$ cat config.mk
export PLATFORM = sky130hd
export DESIGN_NAME = regfile_write_arbiter
export DESIGN_NICKNAME = d
export VERILOG_FILES = /design/src/rtl/rf_arb_pkg.sv /design/src/rtl/rr_arbiter.sv /design/src/rtl/regfile_write_arbiter.sv
export SDC_FILE = /design/constraint.sdc
export NUM_CORES = 1
export LEC_CHECK = 0
export ABC_CLOCK_PERIOD_IN_PS = 2430
export CORE_MARGIN = 2
export CORE_UTILIZATION = 37
export CTS_BUF_LIST = sky130_fd_sc_hd__clkbuf_8 sky130_fd_sc_hd__clkbuf_16
export DETAILED_ROUTE_END_ITERATION = 7
export PLACE_DENSITY_LB_ADDON = 0.2
export REMOVE_ABC_BUFFERS = 1
export SYNTH_ARGS = -nofsm -noshare
export SYNTH_HDL_FRONTEND = slang
export SYNTH_HIERARCHICAL = 1
export SYNTH_SLANG_ARGS = --single-unit
$ cat constraint.sdc
create_clock -name clk -period 2.43 [get_ports clk]
set_input_delay 0.729 -clock clk [delete_from_list [all_inputs] [get_ports clk]]
set_output_delay 0.729 -clock clk [all_outputs]
set_load 0.01 [all_outputs]
$ cat src/rtl/rf_arb_pkg.sv
`default_nettype none
// +----------------------------------------------------------------------+
// | rf_arb_pkg                                                            |
// | Shared defaults and types for the register-file write arbiter.        |
// | Revision: 1.0                                                         |
// +----------------------------------------------------------------------+
package rf_arb_pkg;
  localparam int RF_ADDR_W  = 3;
  localparam int RF_DATA_W  = 16;
  localparam int RF_NUM_REQ = 3;

  typedef logic [1:0] rf_req_id_t;
endpackage
`default_nettype wire

$ cat src/rtl/rr_arbiter.sv
`default_nettype none
// +----------------------------------------------------------------------+
// | rr_arbiter                                                            |
// | Round-robin pointer and single-winner grant pick for up to 4 ports.   |
// | Revision: 1.0                                                         |
// +----------------------------------------------------------------------+
module rr_arbiter
  import rf_arb_pkg::*;
#(
  parameter int NUM_REQ = RF_NUM_REQ
) (
  input  logic               clk,
  input  logic               reset,
  input  logic [NUM_REQ-1:0] req_valid,
  input  logic               stall,
  output logic [NUM_REQ-1:0] req_ready,
  output logic               accept,
  output rf_req_id_t         win_id
);

  rf_req_id_t r_ptr;
  logic       w_found;
  rf_req_id_t w_win;

  // Two passes: requesters at or above the pointer first, then the wrapped ones below it.
  always_comb begin
    w_found = 1'b0;
    w_win   = '0;
    for (int i = 0; i < NUM_REQ; i++) begin
      if (!w_found && req_valid[i] && (rf_req_id_t'(i) >= r_ptr)) begin
        w_found = 1'b1;
        w_win   = rf_req_id_t'(i);
      end
    end
    for (int i = 0; i < NUM_REQ; i++) begin
      if (!w_found && req_valid[i]) begin
        w_found = 1'b1;
        w_win   = rf_req_id_t'(i);
      end
    end
  end

  always_comb begin
    req_ready = '0;
    for (int i = 0; i < NUM_REQ; i++) begin
      req_ready[i] = w_found && (w_win == rf_req_id_t'(i)) && !stall && !reset;
    end
  end

  assign accept = |req_ready;
  assign win_id = w_win;

  always_ff @(posedge clk) begin
    if (reset) begin
      r_ptr <= '0;
    end else if (accept) begin
      r_ptr <= (w_win == rf_req_id_t'(NUM_REQ - 1)) ? '0 : w_win + 2'd1;
    end
  end

endmodule
`default_nettype wire

$ cat src/rtl/regfile_write_arbiter.sv
`default_nettype none
// +----------------------------------------------------------------------+
// | regfile_write_arbiter                                                 |
// | Round-robin write-port arbiter with a one-cycle registered RF write.  |
// | Optional feature macro: RF_ARB_PERF_EN (adds conflict_cnt).           |
// | Revision: 1.0                                                         |
// +----------------------------------------------------------------------+
module regfile_write_arbiter
  import rf_arb_pkg::*;
#(
  parameter int NUM_REQ = RF_NUM_REQ,
  parameter int ADDR_W  = RF_ADDR_W,
  parameter int DATA_W  = RF_DATA_W
) (
  input  logic                      clk,
  input  logic                      reset,
  input  logic [NUM_REQ-1:0]        req_valid,
  output logic [NUM_REQ-1:0]        req_ready,
  input  logic [NUM_REQ*ADDR_W-1:0] req_addr,
  input  logic [NUM_REQ*DATA_W-1:0] req_data,
  input  logic                      stall,
  output logic                      rf_write_n,
  output logic [ADDR_W-1:0]         rf_addr,
  output logic [DATA_W-1:0]         rf_data,
  output logic [2**ADDR_W-1:0]      rf_busy,
  output logic [1:0]                grant_id
`ifdef RF_ARB_PERF_EN
  ,
  output logic [15:0]               conflict_cnt
`endif
);

  logic              w_accept;
  rf_req_id_t        w_win;
  logic [ADDR_W-1:0] w_addr;
  logic [DATA_W-1:0] w_data;

  logic              r_wr;
  logic [ADDR_W-1:0] r_addr;
  logic [DATA_W-1:0] r_data;
  rf_req_id_t        r_gid;

  rr_arbiter #(
    .NUM_REQ (NUM_REQ)
  ) u_rr_arbiter (
    .clk       (clk),
    .reset     (reset),
    .req_valid (req_valid),
    .stall     (stall),
    .req_ready (req_ready),
    .accept    (w_accept),
    .win_id    (w_win)
  );

  always_comb begin
    w_addr = '0;
    w_data = '0;
    for (int i = 0; i < NUM_REQ; i++) begin
      if (w_win == rf_req_id_t'(i)) begin
        w_addr = req_addr[i*ADDR_W +: ADDR_W];
        w_data = req_data[i*DATA_W +: DATA_W];
      end
    end
  end

  // Address/data/id only load on accept so they hold their last value when idle.
  always_ff @(posedge clk) begin
    if (reset) begin
      r_wr   <= 1'b0;
      r_addr <= '0;
      r_data <= '0;
      r_gid  <= '0;
    end else begin
      r_wr <= w_accept;
      if (w_accept) begin
        r_addr <= w_addr;
        r_data <= w_data;
        r_gid  <= w_win;
      end
    end
  end

  assign rf_write_n = ~r_wr;
  assign rf_addr    = r_addr;
  assign rf_data    = r_data;
  assign grant_id   = r_gid;

  always_comb begin
    rf_busy = '0;
    if (r_wr) begin
      rf_busy[r_addr] = 1'b1;
    end
  end

`ifdef RF_ARB_PERF_EN
  logic [15:0] r_conflict;

  always_ff @(posedge clk) begin
    if (reset) begin
      r_conflict <= '0;
    end else if (!stall && ($countones(req_valid) >= 2) && (r_conflict != 16'hFFFF)) begin
      r_conflict <= r_conflict + 16'd1;
    end
  end

  assign conflict_cnt = r_conflict;
`endif

endmodule
`default_nettype wire

==> impl_metrics.env, run 1 <==
export IMPL_synthSimpleGateAreaFrac_pct=33.42
export IMPL_ys_warnings_count=6
export IMPL_cts_hold_buffers=0
export IMPL_synth_xor_area_share_pct=0
export IMPL_final_cell_mix="clkdlybuf4s50_1 (87), nor2b_1 (39), dfxtp_1 (24), nor3_1 (22)"
export IMPL_synthTopCellsByArea="dfxtp_1 (32%), nor2b_1 (16%), a211oi_2 (8.3%)"
export IMPL_postSynthAreaPerCell_um2=8.180
export IMPL_pin_count=96
export IMPL_cts_tree="done"
export IMPL_peakVddDrop_uv=285.9
export IMPL_path_clk_slew_ns=0.08
export IMPL_syn_to_final_growth_pct=81.88
export IMPL_worstSetupEndpointType="primary output"
export IMPL_gr_usage_all_layers_pct=19.33
export IMPL_wl_um=4430
export IMPL_synth_cell_types=29
export IMPL_wl_per_cell_um=13.03
export IMPL_cp_required_ns=1.70
export IMPL_cp_start_kind="input port"
export IMPL_coreArea_um2=3971
export IMPL_finalCriticalPeriod_ns=2.369
export IMPL_place_congestion=0.7702
export IMPL_slew_headroom_pct=79.14
export IMPL_multi_input_area_um2=958.4
export IMPL_first_global_vias=1540
export IMPL_ant_nets=0
export IMPL_htree_levels=1
export IMPL_ys_seq_area_share_pct=31.92
export IMPL_fin_util_pct=68.94
export IMPL_hold_violations=0
export IMPL_root_buffer="clkbuf_8"
export IMPL_grt_ovfl_total=0
export IMPL_setup_viol=0
export IMPL_synthCells=184
export IMPL_status="completed"
export IMPL_num_vias=1697
export IMPL_die_w_um=67.78
export IMPL_drive_above_1_share_pct=17.24
export IMPL_maxCapViolations=0
export IMPL_dpl_hpwl_um=3442
export IMPL_cts_setup_buffers=0
export IMPL_path_max_fanout=8
export IMPL_leakagePower_nw=0.9963
export IMPL_antenna_cells=0
export IMPL_initial_utilization_pct=37.90
export IMPL_critical_path_class="in -> out"
export IMPL_synth_top_family_by_area="simple AND/OR/NAND/NOR gates"
export IMPL_cts_made_buffers=3
export IMPL_worstPathArrival_ns=1.64
export IMPL_io_buffers=95
export IMPL_layout_commonest_cell="clkdlybuf4s50_1"
export IMPL_worstHoldPathType="reg -> reg"
export IMPL_skew_ns=0.008207
export IMPL_rsz0062_at_grt="no"
export IMPL_clk_path_buf_depth=2
export IMPL_clock_sink_count=24
export IMPL_nets=354
export IMPL_yosysTopAreaCell="dfxtp_1"
export IMPL_fmax_ghz=0.4222
export IMPL_synth_fa_ha_area_share_pct=0
export IMPL_synthMuxAreaShare_pct=0.6650
export IMPL_worstSkewPairLatency_ns=0.27
export IMPL_nFillCells=363
export IMPL_firstDrtPassIters=4
export IMPL_num_rows=23
export IMPL_worstMarginPinSlew_ns=0.3106
export IMPL_fin_setup_tns_ns=0
export IMPL_synth_compound_area_share_pct=27.68
export IMPL_synth_top_area_share_pct=31.92
export IMPL_antenna_found_initial=0
export IMPL_drt_drc_violations_left=0
export IMPL_fp_dieArea_um2=4594
export IMPL_seq_area_um2=480.5
export IMPL_dpl_cell_area_um2=2670
export IMPL_p_per_area_nw_per_um2=431.4
export IMPL_vias_per_cell=4.991
export IMPL_synth_seq_cells=24
export IMPL_final_cell_area_um2=2738
export IMPL_grt_pass1_wl_um=6893
export IMPL_syn_area_um2=1505
export IMPL_chipHeight_um=67.78
export IMPL_drv_slew=0
export IMPL_drtIter0Drc=59
export IMPL_finalCritPeriodShare_pct=97.47
export IMPL_grt_max_degree=34
-- critical path, stage by stage --
cell and delay (ns):
clkdlybuf4s15_2 0.26, a21oi_1 0.06, o211a_1 0.21, and2_1 0.15, clkdlybuf4s15_2 0.22
-- flip-flops by register name (all words and copies together) (netlist names) --
| signal | cells |
|---|---|
| u_rr_arbiter/r_ptr | 2 |
| grant_id | 2 |
| rf_addr | 3 |
| rf_data | 16 |
| r_wr | 1 |
-- what timing repair did --
action / 4_1_cts / 5_1_grt
resized for setup: 23 / 1
setup endpoints to repair: 3 / 1
pin swaps: 1 / 0
-- layer usage --
layer,share of wire [%],routed length (µm),vias to the layer above,GRT usage [%]
li1,-,-,882,-
met1,44,1930,760,23.54
met2,49,2164,53,34.56
met3,7.0,312,2,4.167
met4,0.52,23,0,4.500
met5,0,0,-,0
-- area by class of cell --
cell class | instances | area share (%)
Clock buffer | 3 | 1.508
Clock inverter | 1 | 1.097
Sequential cell | 24 | 17.55
Multi-Input combinational cell | 142 | 35.01
Inverter | 2 | 0.2742
Timing Repair Buffer | 118 | 42.28
Tap cell | 50 | 2.285
-- final timing paths --
path / startpoint / to / slack (ns) / cells past startpoint
max reg2reg: u_rr_arbiter/r_ptr[0]$_SDFFE_PP0P_ / rf_data[1]$_SDFFE_PP0P_ / 0.63 / 8
min reg2reg: grant_id[0]$_SDFFE_PP0P_ / grant_id[0]$_SDFFE_PP0P_ / 0.47 / 2
min: grant_id[0]$_SDFFE_PP0P_ / grant_id[0]$_SDFFE_PP0P_ / 0.47 / 2
max: req_valid[0] / req_ready[1] / 0.06 / 5
-- power breakdown --
part | switching, mW | total [mW] | internal (mW) | leakage [nW]
sequential | 0.0198 | 0.441 | 0.421 | 0.197
combinational | 0.149 | 0.387 | 0.237 | 0.763
clock | 0.134 | 0.354 | 0.220 | 0.0357
total | 0.303 | 1.18 | 0.878 | 0.996
-- kinds of logic after synthesis --
kind of cell	count (synthesis)
AND/OR/NAND/NOR	90
AO/OA/AOI/OAI	51
flip-flops	24
buffers and inverters	18
multiplexers	1
-- cell usage after synthesis, drive strengths merged --
| cell type | count |
|---|---|
| nor2 | 9 |
| nand3 | 2 |
| o211a | 1 |
| a211oi | 20 |
| nand3b | 1 |
| inv | 2 |
| nor3 | 23 |
| mux2i | 1 |
| buf | 10 |
| a2111oi | 1 |
| a21boi | 1 |
| o22ai | 19 |
| clkbuf | 6 |
| nand2b | 7 |
| a21oi | 3 |
| dfxtp | 24 |
| nor2b | 39 |
| nor3b | 2 |
| o21bai | 2 |
| o41ai | 1 |
| a21o | 1 |
| nand2 | 6 |
| and2 | 1 |
| a311oi | 2 |
-- stage by stage --
step | setup WS [ns] | hold slack (ns) | instances | total power, mW
final | 0.06144 | 0.4748 | 340 | 1.181
after global routing | 0.009448 | 0.4870 | 340 | 1.240
after CTS | 0.01403 | 0.4745 | 340 | 1.192
after detailed placement | -0.6005 | 0.4599 | 336 | 0.8405
after global placement | -0.5790 | 0.4578 | 336 | 0.8344
after floorplan | -1.367 | 0.4890 | 168 | 0.6001
Note: power is estimated with default switching activity, not from simulation.
==> run 2, diff against run 1 <==
- ABC_CLOCK_PERIOD_IN_PS: 2430 -> 2900
- CORE_UTILIZATION: 37 -> 39
- clock period: 2.43 -> 2.9 ns (I/O delays scaled with it)
==> impl_metrics.env, run 2 (synthesis gave the netlist of run 1 again) <==
export IMPL_initial_utilization_pct=40.81
export IMPL_syn_to_final_growth_pct=73.48
export IMPL_placed_cells=327
export IMPL_cts_made_buffers=3
export IMPL_fin_util_pct=70.79
export IMPL_grt_ovfl_total=0
export IMPL_cp_required_ns=2.03
export IMPL_layout_commonest_cell="clkdlybuf4s50_1"
export IMPL_wl_per_cell_um=12.73
export IMPL_wl_um=4201
export IMPL_path_clk_slew_ns=0.08
export IMPL_critical_path_class="in -> out"
export IMPL_nets=347
export IMPL_largest_reg_flops=16
export IMPL_clk_path_buf_depth=2
export IMPL_antenna_cells=0
export IMPL_setup_viol=0
export IMPL_worstSetupEndpointType="primary output"
export IMPL_ant_nets=0
export IMPL_final_cells=330
export IMPL_fin_ws_ns=0.06804
export IMPL_slew_headroom_pct=74.79
export IMPL_worstMarginPinSlew_ns=0.3752
export IMPL_pin_count=96
export IMPL_worstSkewPairLatency_ns=0.26
export IMPL_drv_slew=0
export IMPL_root_buffer="clkbuf_8"
export IMPL_skew_ns=0.001590
export IMPL_chipHeight_um=66.13
export IMPL_final_cell_mix="clkdlybuf4s50_1 (89), nor2b_1 (39), dfxtp_1 (24), nor3_1 (22), o22ai_1 (19)"
export IMPL_drive_above_1_share_pct=13.12
export IMPL_dpl_cell_area_um2=2577
export IMPL_path_max_fanout=3
export IMPL_rsz0062_at_grt="no"
export IMPL_place_congestion=0.7374
export IMPL_first_global_vias=1545
export IMPL_p_per_area_nw_per_um2=331.5
export IMPL_coreArea_um2=3689
export IMPL_maxCapViolations=0
export IMPL_worstPathArrival_ns=1.96
export IMPL_cp_start_kind="input port"
export IMPL_worstHoldPathType="reg -> reg"
export IMPL_finalCritPeriodShare_pct=97.65
export IMPL_place_ws_ns=-0.4145
export IMPL_leakagePower_nw=0.9314
export IMPL_htree_levels=1
export IMPL_num_rows=22
export IMPL_clock_sink_count=24
export IMPL_antenna_found_initial=0
export IMPL_fp_dieArea_um2=4373
export IMPL_io_buffers=95
export IMPL_drt_drc_violations_left=0
export IMPL_cts_tree="done"
export IMPL_dpl_hpwl_um=3239
export IMPL_fmax_ghz=0.3531
export IMPL_firstDrtPassIters=4
export IMPL_status="completed"
export IMPL_finalCriticalPeriod_ns=2.832
export IMPL_fin_setup_tns_ns=0
export IMPL_gr_usage_all_layers_pct=19.37
export IMPL_grt_max_degree=40
export IMPL_drtIter0Drc=69
export IMPL_num_vias=1692
export IMPL_final_cell_area_um2=2611
export IMPL_hold_violations=0
export IMPL_peakVddDrop_uv=188.1
export IMPL_grt_pass1_wl_um=6706
export IMPL_die_w_um=66.13
export IMPL_vias_per_cell=5.127
run 2: final timing paths:
path                         endpoint  cells past startpoint                          startpoint  slack [ns]
min          grant_id[1]$_SDFFE_PP0P_                      2            grant_id[1]$_SDFFE_PP0P_        0.50
max reg2reg   rf_addr[0]$_SDFFE_PP0P_                      8  u_rr_arbiter/r_ptr[1]$_SDFFE_PP0P_        1.02
max                      req_ready[1]                      5                        req_valid[1]        0.07
min reg2reg  grant_id[1]$_SDFFE_PP0P_                      2            grant_id[1]$_SDFFE_PP0P_        0.50
run 2: through the flow:
step	hold slack, ns	total power [mW]
2_1_floorplan	0.4890	0.5029
4_1_cts	0.4981	0.8746
3_3_place_gp	0.4584	0.6825
5_1_grt	0.5130	0.9130
6_report	0.5028	0.8657
3_5_place_dp	0.4842	0.6869
run 2: report_power, final:
part	total, mW	internal, mW	switching [mW]	leakage (nW)
Sequential	0.371	0.353	0.0182	0.197
Combinational	0.305	0.186	0.119	0.712
Clock	0.189	0.0925	0.0969	0.0216
run 2: final cells by class:
class | count | area (µm²)
timing repair buffer | 111 | 1074
fill | 319 | 1077
clock buffer | 3 | 41.29
tap | 48 | 60.06
multi-input combinational | 142 | 948.4
inverter | 2 | 7.507
sequential | 24 | 480.5
run 2: per-layer routing:
| layer | track usage (%) | vias up | part of all wire [%] |
|---|---|---|---|
| met5 | 0 | - | 0 |
| met4 | 4.337 | 0 | 0.45 |
| met3 | 4.940 | 2 | 7.7 |
| met2 | 34.13 | 64 | 48 |
| met1 | 23.51 | 762 | 44 |
| li1 | - | 864 | - |
run 2: worst max-delay path, stage by stage:
cell	delay [ns]
clkdlybuf4s50_1	0.48
buf_4	0.12
o211a_1	0.14
and2_1	0.12
clkdlybuf4s15_1	0.23
run 2: timing repair:
item | CTS | global route
gates resized for setup | 6 | 7
endpoints found under the setup margin | 3 | 3
hold buffers | 0 | 0
pin swaps | 0 | 1
buffers inserted | 0 | 0
==> run 3, diff against run 2 <==
- ABC_CLOCK_PERIOD_IN_PS: 2900 -> 3000
- CORE_UTILIZATION: 39 -> 37
- clock period: 2.9 -> 3 ns (I/O delays scaled with it)
==> impl_metrics.env, run 3 (synthesis gave the netlist of run 1 again) <==
export IMPL_status="completed"
export IMPL_multi_input_area_um2=955.9
export IMPL_p_per_area_nw_per_um2=331.5
export IMPL_skew_ns=0.002211
export IMPL_fp_dieArea_um2=4594
export IMPL_clock_sink_count=24
export IMPL_fin_util_pct=67.36
export IMPL_maxCapViolations=0
export IMPL_route_met2_wl_um=2210
export IMPL_leakagePower_nw=0.9623
export IMPL_path_clk_slew_ns=0.09
export IMPL_nets=350
export IMPL_peakVddDrop_uv=211.6
export IMPL_grt_max_degree=33
export IMPL_grt_pass1_wl_um=6748
export IMPL_cp_slowest_cell="clkdlybuf4s50_1"
export IMPL_seq_area_um2=480.5
export IMPL_cpPeakStageDelay_ns=0.47
export IMPL_drv_slew=0
export IMPL_io_buffers=95
export IMPL_fmax_ghz=0.3414
export IMPL_chipHeight_um=67.78
export IMPL_drt_met1_wl_um=1933
export IMPL_worstMarginPinSlew_ns=0.2931
export IMPL_hold_ws_ns=0.4773
export IMPL_cts_tree="done"
export IMPL_antenna_cells=0
export IMPL_firstDrtPassIters=4
export IMPL_worstPathCellList="clkdlybuf4s50_1 > buf_4 > o211a_1 > and2_1 > clkdlybuf4s15_1"
export IMPL_dpl_hpwl_um=3467
export IMPL_critPathBufInv=3
export IMPL_critical_path_class="in -> out"
export IMPL_antenna_found_initial=0
export IMPL_path_delay_family="buffers and inverters"
export IMPL_slew_headroom_pct=80.31
export IMPL_vias_per_cell=5.137
export IMPL_num_rows=23
export IMPL_largest_reg_flops=16
export IMPL_pin_count=96
export IMPL_final_cell_area_um2=2675
export IMPL_first_global_vias=1510
export IMPL_coreArea_um2=3971
export IMPL_cp_required_ns=2.10
export IMPL_clk_path_buf_depth=2
export IMPL_worstSetupEndpointType="primary output"
export IMPL_nFillCells=368
export IMPL_cp_start_kind="input port"
export IMPL_cts_hold_buffers=0
export IMPL_num_vias=1726
export IMPL_drive_above_1_share_pct=14.34
export IMPL_place_congestion=0.7568
export IMPL_grt_ovfl_total=0
export IMPL_finalCritPeriodShare_pct=97.64
export IMPL_path_max_fanout=4
export IMPL_worstSkewPairLatency_ns=0.27
export IMPL_wl_per_cell_um=13.32
export IMPL_ctsResizeCount=5
export IMPL_drt_drc_violations_left=0
export IMPL_htree_levels=1
export IMPL_initial_utilization_pct=37.90
export IMPL_wl_um=4474
export IMPL_gr_usage_all_layers_pct=19.19
export IMPL_setup_viol=0
export IMPL_root_buffer="clkbuf_8"
export IMPL_drtIter0Drc=45
export IMPL_fin_setup_tns_ns=0
export IMPL_routed_top_layer="met4"
export IMPL_finalCriticalPeriod_ns=2.929
export IMPL_final_cell_mix="clkdlybuf4s50_1 (89), nor2b_1 (39), dfxtp_1 (24), nor3_1 (22), o22ai_1 (19)"
export IMPL_cts_setup_buffers=0
export IMPL_wl_met3_um=288
export IMPL_syn_to_final_growth_pct=77.72
export IMPL_worstPathArrival_ns=2.03
export IMPL_hold_violations=0
export IMPL_die_w_um=67.78
export IMPL_worstHoldPathType="reg -> reg"
export IMPL_dpl_cell_area_um2=2615
export IMPL_layout_commonest_cell="clkdlybuf4s50_1"
export IMPL_cts_made_buffers=3
export IMPL_ant_nets=0
export IMPL_rsz0062_at_grt="yes"
## run 3: worst register-to-register path, cell delays in order, from the launching register on
cell and delay [ns]:
dfxtp_1 0.40, nand2b_1 0.23, a21o_2 0.24, buf_4 0.14, a21boi_4 0.21, buf_12 0.20
nor2b_1 0.07, a211oi_1 0.21, nor3_1 0.09
## run 3: final timing paths
check | start | end | slack (ns) | cells past startpoint
hold reg to reg | grant_id[0]$_SDFFE_PP0P_ | grant_id[0]$_SDFFE_PP0P_ | 0.48 | 2
setup / recovery | req_valid[1] | req_ready[1] | 0.07 | 5
hold / removal | grant_id[0]$_SDFFE_PP0P_ | grant_id[0]$_SDFFE_PP0P_ | 0.48 | 2
setup reg to reg | u_rr_arbiter/r_ptr[1]$_SDFFE_PP0P_ | rf_data[3]$_SDFFE_PP0P_ | 1.12 | 8
## run 3: final cells by class
type                    count  share of cell area [%]
well taps                  50                   2.339
repair buffers            114                   41.63
clock buffers               4                   2.058
flip-flops and latches     24                   17.96
inverters                   2                  0.2806
multi-input cells         142                   35.73
## run 3: power by group
group / internal, mW / switching (mW) / leakage (nW)
Sequential: 0.341 / 0.0174 / 0.197
Clock: 0.117 / 0.108 / 0.0288
Combinational: 0.186 / 0.117 / 0.736
## run 3: per-layer routing
layer  track usage (%)  up-vias
met1             23.33      788
met4             5.250        0
met5                 0        -
met2             34.56       61
met3             3.333        4
li1                  -      873
## run 3: metrics by stage
step | total power, mW | std cells | setup slack, ns
detailed placement | 0.6709 | 332 | -0.3997
finish | 0.8868 | 336 | 0.07086
floorplan | 0.4861 | 168 | -0.9678
global placement | 0.6663 | 332 | -0.3436
CTS | 0.8960 | 336 | 0.008736
global route | 0.9329 | 336 | 0.001128
